==> src/rtl/pinwheel_lsu_pkg.sv <==
// Shared types and helpers for the pinwheel load/store unit.
package pinwheel_lsu_pkg;

    localparam logic [1:0] SIZE_B = 2'd0;
    localparam logic [1:0] SIZE_H = 2'd1;
    localparam logic [1:0] SIZE_W = 2'd2;

    typedef enum logic [1:0] {
        IDLE    = 2'd0,
        LD_HI   = 2'd1,
        LD_LAST = 2'd2,
        ST_HI   = 2'd3
    } lsu_state_t;

    typedef struct packed {
        logic        write;
        logic [1:0]  size;
        logic        sgn;
        logic [31:0] addr;
        logic [31:0] wdata;
    } lsu_req_t;

    // Size 3 falls through to a full word.
    function automatic logic [3:0] size_mask(input logic [1:0] size);
        case (size)
            SIZE_B:  return 4'h1;
            SIZE_H:  return 4'h3;
            default: return 4'hF;
        endcase
    endfunction

endpackage

==> src/rtl/pinwheel_lsu_align.sv <==
// Byte-lane steering: store rotate, 8-bit split mask, and load extract/extend.
module pinwheel_lsu_align
    import pinwheel_lsu_pkg::*;
(
    input  logic [1:0]  off,
    input  logic [1:0]  size,
    input  logic        sgn,
    input  logic [63:0] pair,
    input  logic [31:0] wdata,
    output logic [31:0] load_c,
    output logic [31:0] wdata_c,
    output logic [7:0]  m8_c
);

    logic [31:0] shifted_c;

    always_comb begin
        m8_c = 8'({4'b0000, size_mask(size)} << off);
        case (off)
            2'd0:    wdata_c = wdata;
            2'd1:    wdata_c = {wdata[23:0], wdata[31:24]};
            2'd2:    wdata_c = {wdata[15:0], wdata[31:16]};
            default: wdata_c = {wdata[7:0],  wdata[31:8]};
        endcase
    end

    // {hi,lo} shifted down to the addressed byte, then truncated and extended.
    always_comb begin
        shifted_c = 32'(pair >> {off, 3'b000});
        case (size)
            SIZE_B:  load_c = sgn ? {{24{shifted_c[7]}}, shifted_c[7:0]}
                                  : {24'b0, shifted_c[7:0]};
            SIZE_H:  load_c = sgn ? {{16{shifted_c[15]}}, shifted_c[15:0]}
                                  : {16'b0, shifted_c[15:0]};
            default: load_c = shifted_c;
        endcase
    end

endmodule

==> src/rtl/pinwheel_lsu.sv <==
// Load/store unit in front of pinwheel_mem; splits misaligned accesses into
// two word accesses and returns extended load data.
module pinwheel_lsu
    import pinwheel_lsu_pkg::*;
#(
    parameter  int unsigned DEPTH     = 256,
    localparam int unsigned ADDR_BITS = $clog2(DEPTH)
) (
    input  logic                 clock,
    input  logic                 reset,
    input  logic                 req_valid,
    output logic                 req_ready,
    input  logic                 req_write,
    input  logic [1:0]           req_size,
    input  logic                 req_signed,
    input  logic [31:0]          req_addr,
    input  logic [31:0]          req_wdata,
    output logic                 resp_valid,
    output logic [31:0]          resp_rdata,
    output logic                 mem_cs,
    output logic [ADDR_BITS-1:0] mem_addr,
    output logic                 mem_wren,
    output logic [3:0]           mem_mask,
    output logic [31:0]          mem_wdata,
    input  logic [31:0]          mem_rdata
);

    lsu_state_t            state;
    lsu_state_t            state_nxt;
    lsu_req_t              cap;
    lsu_req_t              live_c;
    lsu_req_t              cur_c;
    logic [31:0]           lo_buf;
    logic [ADDR_BITS-1:0]  word_c;
    logic [7:0]            m8_c;
    logic [31:0]           wrot_c;
    logic [31:0]           load_c;
    logic [63:0]           pair_c;
    logic                  misaligned_c;
    logic                  accept_c;
    logic                  unused_addr_c;

    // In IDLE the live request steers memory; afterwards the captured copy does.
    always_comb begin
        live_c       = '{write: req_write, size: req_size, sgn: req_signed,
                         addr: req_addr, wdata: req_wdata};
        cur_c        = (state == IDLE) ? live_c : cap;
        word_c       = cur_c.addr[ADDR_BITS+1:2];
        misaligned_c = (m8_c[7:4] != 4'h0);
        accept_c     = (state == IDLE) && req_valid;
        pair_c       = misaligned_c ? {mem_rdata, lo_buf} : {32'b0, mem_rdata};
    end

    assign unused_addr_c = ^cur_c.addr[31:ADDR_BITS+2];

    pinwheel_lsu_align u_align (
        .off     (cur_c.addr[1:0]),
        .size    (cur_c.size),
        .sgn     (cur_c.sgn),
        .pair    (pair_c),
        .wdata   (cur_c.wdata),
        .load_c  (load_c),
        .wdata_c (wrot_c),
        .m8_c    (m8_c)
    );

    always_ff @(posedge clock or posedge reset) begin
        if (reset) begin
            state <= IDLE;
        end else begin
            state <= state_nxt;
        end
    end

    always_comb begin
        state_nxt = state;
        case (state)
            IDLE: begin
                if (req_valid) begin
                    if (req_write) begin
                        state_nxt = misaligned_c ? ST_HI : IDLE;
                    end else begin
                        state_nxt = misaligned_c ? LD_HI : LD_LAST;
                    end
                end
            end
            LD_HI:   state_nxt = LD_LAST;
            LD_LAST: state_nxt = IDLE;
            ST_HI:   state_nxt = IDLE;
            default: state_nxt = IDLE;
        endcase
    end

    // Memory port: low access from IDLE, high access (wrapping word) from *_HI.
    always_comb begin
        req_ready = 1'b0;
        mem_cs    = 1'b0;
        mem_wren  = 1'b0;
        mem_mask  = 4'h0;
        mem_addr  = word_c;
        mem_wdata = wrot_c;
        case (state)
            IDLE: begin
                req_ready = 1'b1;
                mem_cs    = req_valid;
                mem_wren  = req_valid && req_write;
                mem_mask  = req_valid ? m8_c[3:0] : 4'h0;
            end
            LD_HI: begin
                mem_cs   = 1'b1;
                mem_addr = word_c + ADDR_BITS'(1);
                mem_mask = m8_c[7:4];
            end
            ST_HI: begin
                mem_cs   = 1'b1;
                mem_wren = 1'b1;
                mem_addr = word_c + ADDR_BITS'(1);
                mem_mask = m8_c[7:4];
            end
            default: ;
        endcase
    end

    always_ff @(posedge clock or posedge reset) begin
        if (reset) begin
            cap        <= '0;
            lo_buf     <= '0;
            resp_valid <= 1'b0;
            resp_rdata <= '0;
        end else begin
            if (accept_c) begin
                cap <= live_c;
            end
            if (state == LD_HI) begin
                lo_buf <= mem_rdata;
            end
            resp_valid <= (accept_c && req_write && !misaligned_c)
                       || (state == ST_HI) || (state == LD_LAST);
            resp_rdata <= (state == LD_LAST) ? load_c : '0;
        end
    end

endmodule

==> config.mk <==
export PLATFORM = sky130hd
export DESIGN_NAME = pinwheel_lsu
export DESIGN_NICKNAME = d
export VERILOG_FILES = /design/src/rtl/pinwheel_lsu_pkg.sv /design/src/rtl/pinwheel_lsu_align.sv /design/src/rtl/pinwheel_lsu.sv
export SDC_FILE = /design/constraint.sdc
export NUM_CORES = 1
export LEC_CHECK = 0
export CAP_MARGIN = 25
export CORE_ASPECT_RATIO = 0.75
export CORE_UTILIZATION = 46
export CTS_BUF_LIST = sky130_fd_sc_hd__clkbuf_2
export CTS_CLUSTER_DIAMETER = 120
export DETAILED_ROUTE_END_ITERATION = 8
export GPL_ROUTABILITY_DRIVEN = 1
export PLACE_DENSITY = 0.79
export SLEW_MARGIN = 20
export SYNTH_ARGS = -nofsm -noshare
export SYNTH_HDL_FRONTEND = slang
export SYNTH_SLANG_ARGS = --single-unit
export TNS_END_PERCENT = 5
==> constraint.sdc <==
create_clock -name clock -period 2.9 [get_ports clock]
set_input_delay 0.29 -clock clock [delete_from_list [all_inputs] [get_ports clock]]
set_output_delay 0.29 -clock clock [all_outputs]
set_load 0.05 [all_outputs]
==> flow_summary.yaml <==
logic_synthesis:
  synth_sequential_area_ratio_pct: 37.5
  postSynthCellCount: 701
  synth_edf_count: 0
  synth.area.top_cells: "sky130_fd_sc_hd__dfrtp_1, sky130_fd_sc_hd__mux2_2, sky130_fd_sc_hd__mux2i_1"
  ys_ff_latch: 104
  synth_area_leader_cell: "sky130_fd_sc_hd__dfrtp_1"
  synthesis.nets: 811
  post_synth.cell_area_avg_sq_um: 9.91
  synthDistinctLibCells: 54
  dominantRegCellSynth: "sky130_fd_sc_hd__dfrtp_1"
  synth.top_cell.area_share_pct: 37.5
  synth-warning-count: 0
  syn-cell-area_sq_um: 6940
  asyncSetResetFlopFracSynth_pct: 100
grt:
  vias_in_the_first_global_route: 5878
  antenna_found_initial: 0
  grt_max_degree: 66
  grt_pass1_wl_mm: 32.8
  grt.total_usage_pct: 27.6
  grt_overflow_total: 0
layout:
  finalNetCount: 976
  area_of_the_multi_input_gates_sq_um: 4340
  drive_above_1_share_pct: 31.8
  area.growth.synth_to_final_pct: 41.5
  antennaDiodeCount: 0
  ff_latch_area_sq_um: 2600
  n_fill_cell: 1057
worst_setup_path:
  cp_max_fanout: 5
  critPathSlowestCell: "sky130_fd_sc_hd__dfrtp_1"
  crit_path_cell_trace: "inv_2, ha_4, buf_12, buf_8, mux2i_4, a211oi_4, nor2_4, o32a_1, nor2_2, buf_12"
  crit_type: "reg -> out"
  critPathTopFamily: "compound AO/OA/AOI/OAI gates"
  worst-endpoint-required_ps: 2610
  worst_path_buffer_plus_inverter_count: 4
  critical_path.startpoint_type: "flop"
  path_common_cell: "sky130_fd_sc_hd__buf_12"
  reg2reg_setup_slack_ps: 200
  worstPathArrival_ps: 2740
  crit_path_end_kind: "output pin"
  largest_stage_delay_worst_path_ps: 450
sta:
  timing.final.max_slew_violations: 0
  post-route-worst-setup-slack_ps: -125
  setup_repair_after_global_routing_missed_its_margin: "true"
  final.setup_skew_ps: 53.1
  worst_margin_slew_ps: 699
  finalSetupTns_ps: -635
  post-route-min-period_ps: 3030
  clock.fmax_ghz: 0.331
  min_period_over_period_pct: 104
  timing_hold_violations_final: 0
  setup_violations: 23
  maxSlewHeadroom_pct: 53.3
min_path:
  hold_path_class: "in -> async"
clock_tree:
  max-clock-path-buffers: 2
  sink_count_of_the_clock_tree: 104
  cts_root_buf: "sky130_fd_sc_hd__clkbuf_2"
  cts.clk_slew.worst_paths_ps: 340
  cts_made_buffers: 9
  tritoncts: "yes"
  clock_tree.htree_level_count: 3
  insertion_delay_ps: 650
die:
  dieHeight_um: 108
  initial_utilization_pct: 47.6
  die_area_sq_um: 15600
  fp.coreArea_sq_um: 14600
  chipWidth_um: 144
  top_level_ports: 183
  rows: 38
drt:
  post_drt_via_cell_ratio: 5.89
  ant_nets: 0
  routed-via-count: 6307
  drt_iter0_markers: 837
  drt_pre_antenna_iters: 7
  wirelength_mm: 21.5
  wl_per_cell_um: 20.1
  drt_drc_violations_left: 0
place:
  place_hpwl_mm: 15.1
  placement.io_buffers: 160
  gpl_congestion: 0.925
run_status:
  outcome: "finished with violations"
  violations: "negative setup slack"
flow_run:
  max_cap_violations: 0
[cell families after synthesis]
logic type      share of synthesized area (%)
compound gates                           16.4
buf+inv                                  3.84
fa+ha+maj                                1.26
simple gates                             9.21
flops                                    37.5
mux                                      30.8
xor+xnor                                 1.01
[synth_stat cells, types with 2 or more instances]
cell and number:
sky130_fd_sc_hd__dfrtp_1 104, sky130_fd_sc_hd__nand2_1 48, sky130_fd_sc_hd__a21oi_2 3, sky130_fd_sc_hd__clkbuf_1 35, sky130_fd_sc_hd__o22ai_1 16, sky130_fd_sc_hd__nor2b_1 8, sky130_fd_sc_hd__o21ai_0 23, sky130_fd_sc_hd__mux2_2 103
sky130_fd_sc_hd__buf_1 5, sky130_fd_sc_hd__and2_1 2, sky130_fd_sc_hd__buf_4 3, sky130_fd_sc_hd__and3b_1 2, sky130_fd_sc_hd__a211oi_1 11, sky130_fd_sc_hd__a32oi_1 3, sky130_fd_sc_hd__mux2i_1 93, sky130_fd_sc_hd__xor2_1 3
sky130_fd_sc_hd__inv_1 7, sky130_fd_sc_hd__o221ai_1 15, sky130_fd_sc_hd__buf_2 9, sky130_fd_sc_hd__a21oi_1 72, sky130_fd_sc_hd__o211ai_1 8, sky130_fd_sc_hd__nor2_1 74, sky130_fd_sc_hd__or2_2 3, sky130_fd_sc_hd__nand3_1 2
sky130_fd_sc_hd__xnor2_1 5, sky130_fd_sc_hd__buf_6 2, sky130_fd_sc_hd__a31oi_1 2, sky130_fd_sc_hd__o21a_1 8, sky130_fd_sc_hd__ha_1 7
[routing by layer]
layer | vias up | track usage (%) | wire length [um]
met3 | 37 | 7.04 | 2100
li1 | 2910 | - | -
met1 | 2994 | 40.8 | 9610
met2 | 366 | 40.3 | 9370
met5 | - | 0 | 0
met4 | 0 | 5.85 | 390
[stage by stage]
step / worst slack [ps] / hold slack, ps / util [%] / instance area (sq um) / instances
6_report: -125 / 29.8 / 67.3 / 9830 / 1071
5_1_grt: -178 / 70.3 / 67.3 / 9830 / 1071
4_1_cts: -44.2 / 45.3 / 66.0 / 9640 / 1064
3_5_place_dp: 92.1 / 490 / 63.5 / 9270 / 1034
3_3_place_gp: 139 / 481 / 63.5 / 9270 / 1034
2_1_floorplan: -122 / 407 / - / 7010 / 701
[state kept, by name (all words and copies together) (netlist names)]
| name | cells |
|---|---|
| resp_rdata | 32 |
| cap | 45 |
| resp_valid | 1 |
| lo_buf | 24 |
| state | 2 |
[path summary, 6_finish.rpt]
check / to / from / cells after the start
setup reg to reg: resp_rdata[18] / state[1] / 12
hold / removal: resp_rdata[23] / reset / 2
min in group clock: cap[41] / req_addr[9] / 2
hold reg to reg: cap[64] / cap[64] / 1
setup / recovery: mem_mask[0] / state[1] / 10
max in group asynchronous: lo_buf[27] / reset / 3
[final cells by class]
| type | count | area share, % |
|---|---|---|
| multi-input cells | 536 | 44.2 |
| flip-flops and latches | 104 | 26.5 |
| repair buffers | 208 | 25.2 |
| well taps | 200 | 2.55 |
| clock inverters | 7 | 0.878 |
| clock buffers | 9 | 0.458 |
| inverters | 7 | 0.293 |
[layout by cell type, fill, tap and decap left out, drive strengths merged, types with 2 or more instances in the layout]
master         count
a22oi              3
nor2              74
mux2i             95
nand2             48
ha                 7
o21ai             23
inv               10
o22ai             16
o211ai             8
clkinvlp           3
clkdlybuf4s50    113
dfrtp            104
a31oi              3
and2               2
nor3               2
o221ai            15
and3b              2
mux2             104
or2                3
nand3              2
a21oi             75
clkbuf            10
o21a               8
a32oi              3
a211oi            13
nor2b              8
xor2               3
buf               94
xnor2              5
[what timing repair did]
action | 4_1_cts | 5_1_grt
hold buffers | 0 | 0
gates resized for setup | 31 | 31
cloned | 1 | 1
buffers inserted | 13 | 6
setup endpoints to repair | 44 | 42
pin swaps | 7 | 8
Power is left out: the tool's default activity adds up to more than one toggle a clock period on the data nets, which glitch-free logic cannot reach.
==> edit 1: new RTL, config.mk and constraints unchanged <==
The 4 states of `lsu_state_t` get a Gray code encoding in 2 bits.
--- a/src/rtl/pinwheel_lsu_pkg.sv
+++ b/src/rtl/pinwheel_lsu_pkg.sv
@@ -6,10 +6,10 @@
     localparam logic [1:0] SIZE_W = 2'd2;
 
     typedef enum logic [1:0] {
-        IDLE    = 2'd0,
-        LD_HI   = 2'd1,
-        LD_LAST = 2'd2,
-        ST_HI   = 2'd3
+        IDLE    = 2'b00,
+        LD_HI   = 2'b01,
+        LD_LAST = 2'b11,
+        ST_HI   = 2'b10
     } lsu_state_t;
 
     typedef struct packed {
Function: no difference found for any inputs over 10 cycles, from zero or initial values and one cycle with reset high; not proved beyond that.
==> edit 1 against the unedited design <==
The run still ends with setup timing left. Final cell count up 12%. Sequential cell count unchanged. Area after synthesis rose by 4.6%. Via count is 13% higher. Routed wire length grew 13%. Design area is 8.3% higher. Worst setup slack improved by 33 ps. Highest routed layer unchanged.
Power is not shown: default switching activity piles up to over one toggle a cycle in this logic, so the estimate is an artifact.
==> edit 1: results (changes against the unedited design) <==
worst hold-check path type primary input to register; Synth area leaders dfrtp_1 36%, mux2i_1 12%, mux2_2 10%; R2R setup slack 0 ps (-200 ps); Non-clock buffers 229 (+10%); post-route setup slack -92.6 ps (+32.7 ps); status finished, violations left; sequential area share after synthesis 35.8% (-1.7 points); number of distinct library cells after synthesis 62 (+15%); hold_ws 146 ps (+116 ps); router iterations before antenna repair 5 (-2); Setup Viol. Count Final 22 (-4.3%); vias in the first global route 6,611 (+12%); Via Count 7,137 (+13%); proportion of layout cells with a drive suffix above 1 31.0% (-0.79 points); # Taps 205 (+2.5%); fraction of area in multi-input gates 45.3% (+1.2 points); Setup Total Neg Slack -641 ps (-6.69 ps); clk_lat worst skew 680 ps (+30 ps); Post-DP Area 9670 sq um (+4.4%); largest net degree at the start of global routing 51 (-23%); Signal buf overhead 26.3% (+1.2 points); Iteration-0 DRC Markers 706 (-16%); violated checks setup timing; routed wl met3 2110 um (+0.48%); most frequent cells after synthesis 180 x nand2_1, 104 x dfrtp_1, 88 x mux2i_1, 67 x mux2_2, 54 x nor2_1; cell count after synthesis 812 (+16%); DP Wirelength 15,600 um (+3.6%); sequential share of cell area 24.5% (-2.0 points); Routed WL per cell 20.2 um (+0.97%); met2 WL post-DR 10,700 um (+14%); M2 GR Usage 41.7% (+1.3 points); R2R depth 10 (-2); met1 Resource Use GR 43.2% (+2.3 points); Net Count, Synth 921 (+14%); clk_buf instances 10 (+1)
edit 1: changes by cell type after synthesis, moves of 17 or more:
cell      change
a211oi_1     +17
nand2_1     +132
buf_2        +17
mux2_2       -36
a21oi_1      -22
nor2_1       -20
edit 1: cell families (layout without fill, tap and decap cells):
kind of cell / Yosys count / in the layout / synth area share (%)
buffers and inverters: 72 / 250 / 4.74
AND/OR/NAND/NOR: 281 / 281 / 16.0
adder cells (fa/ha/maj): 6 / 6 / 1.03
XOR/XNOR: 7 / 7 / 0.844
AO/OA/AOI/OAI: 184 / 184 / 18.4
other: 0 / 1 / 0
flip-flops: 104 / 104 / 35.8
multiplexers: 158 / 158 / 23.2
edit 1: what timing repair did:
action                                  4_1_cts  5_1_grt
pin swaps                                    14       10
cloned                                        3        3
endpoints found under the setup margin       43       60
buffers inserted                             25        6
resized for setup                            69       45
hold buffers                                  1        0
hold endpoints to repair                     18        0
==> edit 2: new RTL, same settings <==
Made on the original files. The parameter `DEPTH` goes from 256 to 1024.
--- a/src/rtl/pinwheel_lsu.sv
+++ b/src/rtl/pinwheel_lsu.sv
@@ -3,7 +3,7 @@
 module pinwheel_lsu
     import pinwheel_lsu_pkg::*;
 #(
-    parameter  int unsigned DEPTH     = 256,
+    parameter  int unsigned DEPTH     = 1024,
     localparam int unsigned ADDR_BITS = $clog2(DEPTH)
 ) (
     input  logic                 clock,
Interface: changed (resized mem_addr); port bits go from 183 to 185. No check against the original RTL was run, so the function may have changed too.
==> edit 2 against the unedited design <==
Area after synthesis increased by 3.3%. The flow still finishes with violations (setup timing). Highest routed layer unchanged. Utilization increased by 3.6 points. Global-route usage increased by 1.2 points. Worst setup slack got worse by 120 ps. Sequential cell count increased by 2. Design area increased by 9.9%. Routed wire length increased by 14%. Synthesized cell count increased by 3.6%. First-iteration DRC count increased by 3.2%. Largest cell class unchanged.
Power is not shown: default switching activity piles up to over one toggle a cycle in this logic, so the estimate is an artifact.
==> edit 2: results (changes against the unedited design) <==
max-slew violations 0 (unchanged); cts bufs inserted 9 (unchanged); port buffer count 164 (+2.5%); Net Count, Synth 836 (+3.1%); CTS H-tree depth 3 (unchanged); Synth area leaders dfrtp_1 37%, mux2_2 17%, mux2i_1 13%; number of routed nets with antenna violations 0 (unchanged); sequential area share after synthesis 37.0% (-0.49 points); gp weighted congestion 0.925 (about the same); proportion of layout cells with a drive suffix above 1 36.2% (+4.4 points); Final Skew 54.6 ps (+1.45 ps); R2R setup slack 40 ps (-160 ps); post-route setup slack -248 ps (-122 ps); final WL 24,400 um (+14%); Post-DP Area 9650 sq um (+4.1%); relative slew slack 51.6% (-1.6 points); Critical path origin state[1]; Reg clk slew, reported paths 320 ps (-20 ps); DP Wirelength 15,300 um (+1.2%); buffer depth of the longest clock path 2 (unchanged); grt ovf 0 (unchanged); Setup WS pre-CTS 153 ps (+60.5 ps); Ys Warns 0 (unchanged); Top FF cell, synth dfrtp_1; CP Max Fanout 5 (unchanged); Setup Total Neg Slack -5720 ps (-5080 ps); most frequent cells after synthesis 109 x mux2_2, 106 x dfrtp_1, 93 x mux2i_1, 80 x nor2_1, 72 x a21oi_1; Setup Viol. Count Final 42 (+83%); violated checks setup timing; Largest Register cap; Root Buffer clkbuf_2; number of distinct library cells after synthesis 56 (+3.7%); status finished, violations left; hold_ws 30.6 ps (+0.759 ps); Layout fillers 1,014 (-4.1%); largest net degree at the start of global routing 54 (-18%); Routed WL per cell 21.7 um (+8.0%); Post-synth ARST share 100% (unchanged); GRT Resource Usage Total 28.8% (+1.2 points); first-pass GRT wire length 35,700 um (+8.8%); initial antenna violation count 0 (unchanged); mean number of vias per cell 6.03 (+2.3%); Largest regs cap: 47 flops, resp_rdata: 32 flops, lo_buf: 24 flops; Cells after DPL 1,069 (+3.4%); number of diodes 0 (unchanged); vias in the first global route 6,519 (+11%); syn avg cell area 9.88 sq um (-0.29%); Iteration-0 DRC Markers 864 (+3.2%); worst hold-check path type primary input to async pin; post-synth top area share 37.0% (-0.49 points); router iterations before antenna repair 6 (-1); Nets 1,027 (+5.2%); clk_lat worst skew 670 ps (+20 ps)
==> edit 2: cell families after synthesis <==
| family | count (synthesis) | synth area share [%] |
|---|---|---|
| buffers and inverters | 59 | 4.00 |
| XOR/XNOR | 10 | 1.22 |
| flip-flops | 106 | 37.0 |
| AO/OA/AOI/OAI | 176 | 16.2 |
| multiplexers | 203 | 30.3 |
| AND/OR/NAND/NOR | 165 | 10.1 |
| adder cells (fa/ha/maj) | 7 | 1.22 |
==> edit 2: per-layer routing <==
layer	vias up	global-route usage [%]	share of wire (%)
li1	3020	-	-
met1	3234	38.8	40
met2	457	45.1	46
met3	80	9.63	12
met4	0	6.62	2.7
met5	-	0	0
==> edit 2: worst max-delay path, stage by stage (launching register included) <==
cell and delay, ps:
dfrtp_1 470, inv_2 90, ha_4 190, buf_6 150, buf_4 110, mux2_4 340
buf_12 150, o32a_1 330, nor2_2 180, buf_12 170
==> edit 2: area by class of cell <==
cell class	count	area (sq um)	share of cell area, %
timing repair buffer	234	2880	26.6
multi-input combinational	561	4880	45.2
clock buffer	9	45.0	0.417
clock inverter	7	66.3	0.614
sequential	106	2660	24.6
inverter	5	21.3	0.197
tap	205	256	2.38
==> edit 2: final timing paths <==
check | end | cells past startpoint
setup / recovery | mem_mask[0] | 9
hold / removal | cap[34] | 2
setup reg to reg | resp_rdata[19] | 12
hold reg to reg | lo_buf[10] | 1
max in group asynchronous | resp_rdata[4] | 3
min in group clock | cap[64] | 2
==> edit 2: what timing repair did <==
action,CTS,global route
gates cloned,3,1
hold buffers,0,0
pin swaps,13,16
endpoints found under the setup margin,47,46
resized for setup,86,35
buffers inserted,26,12
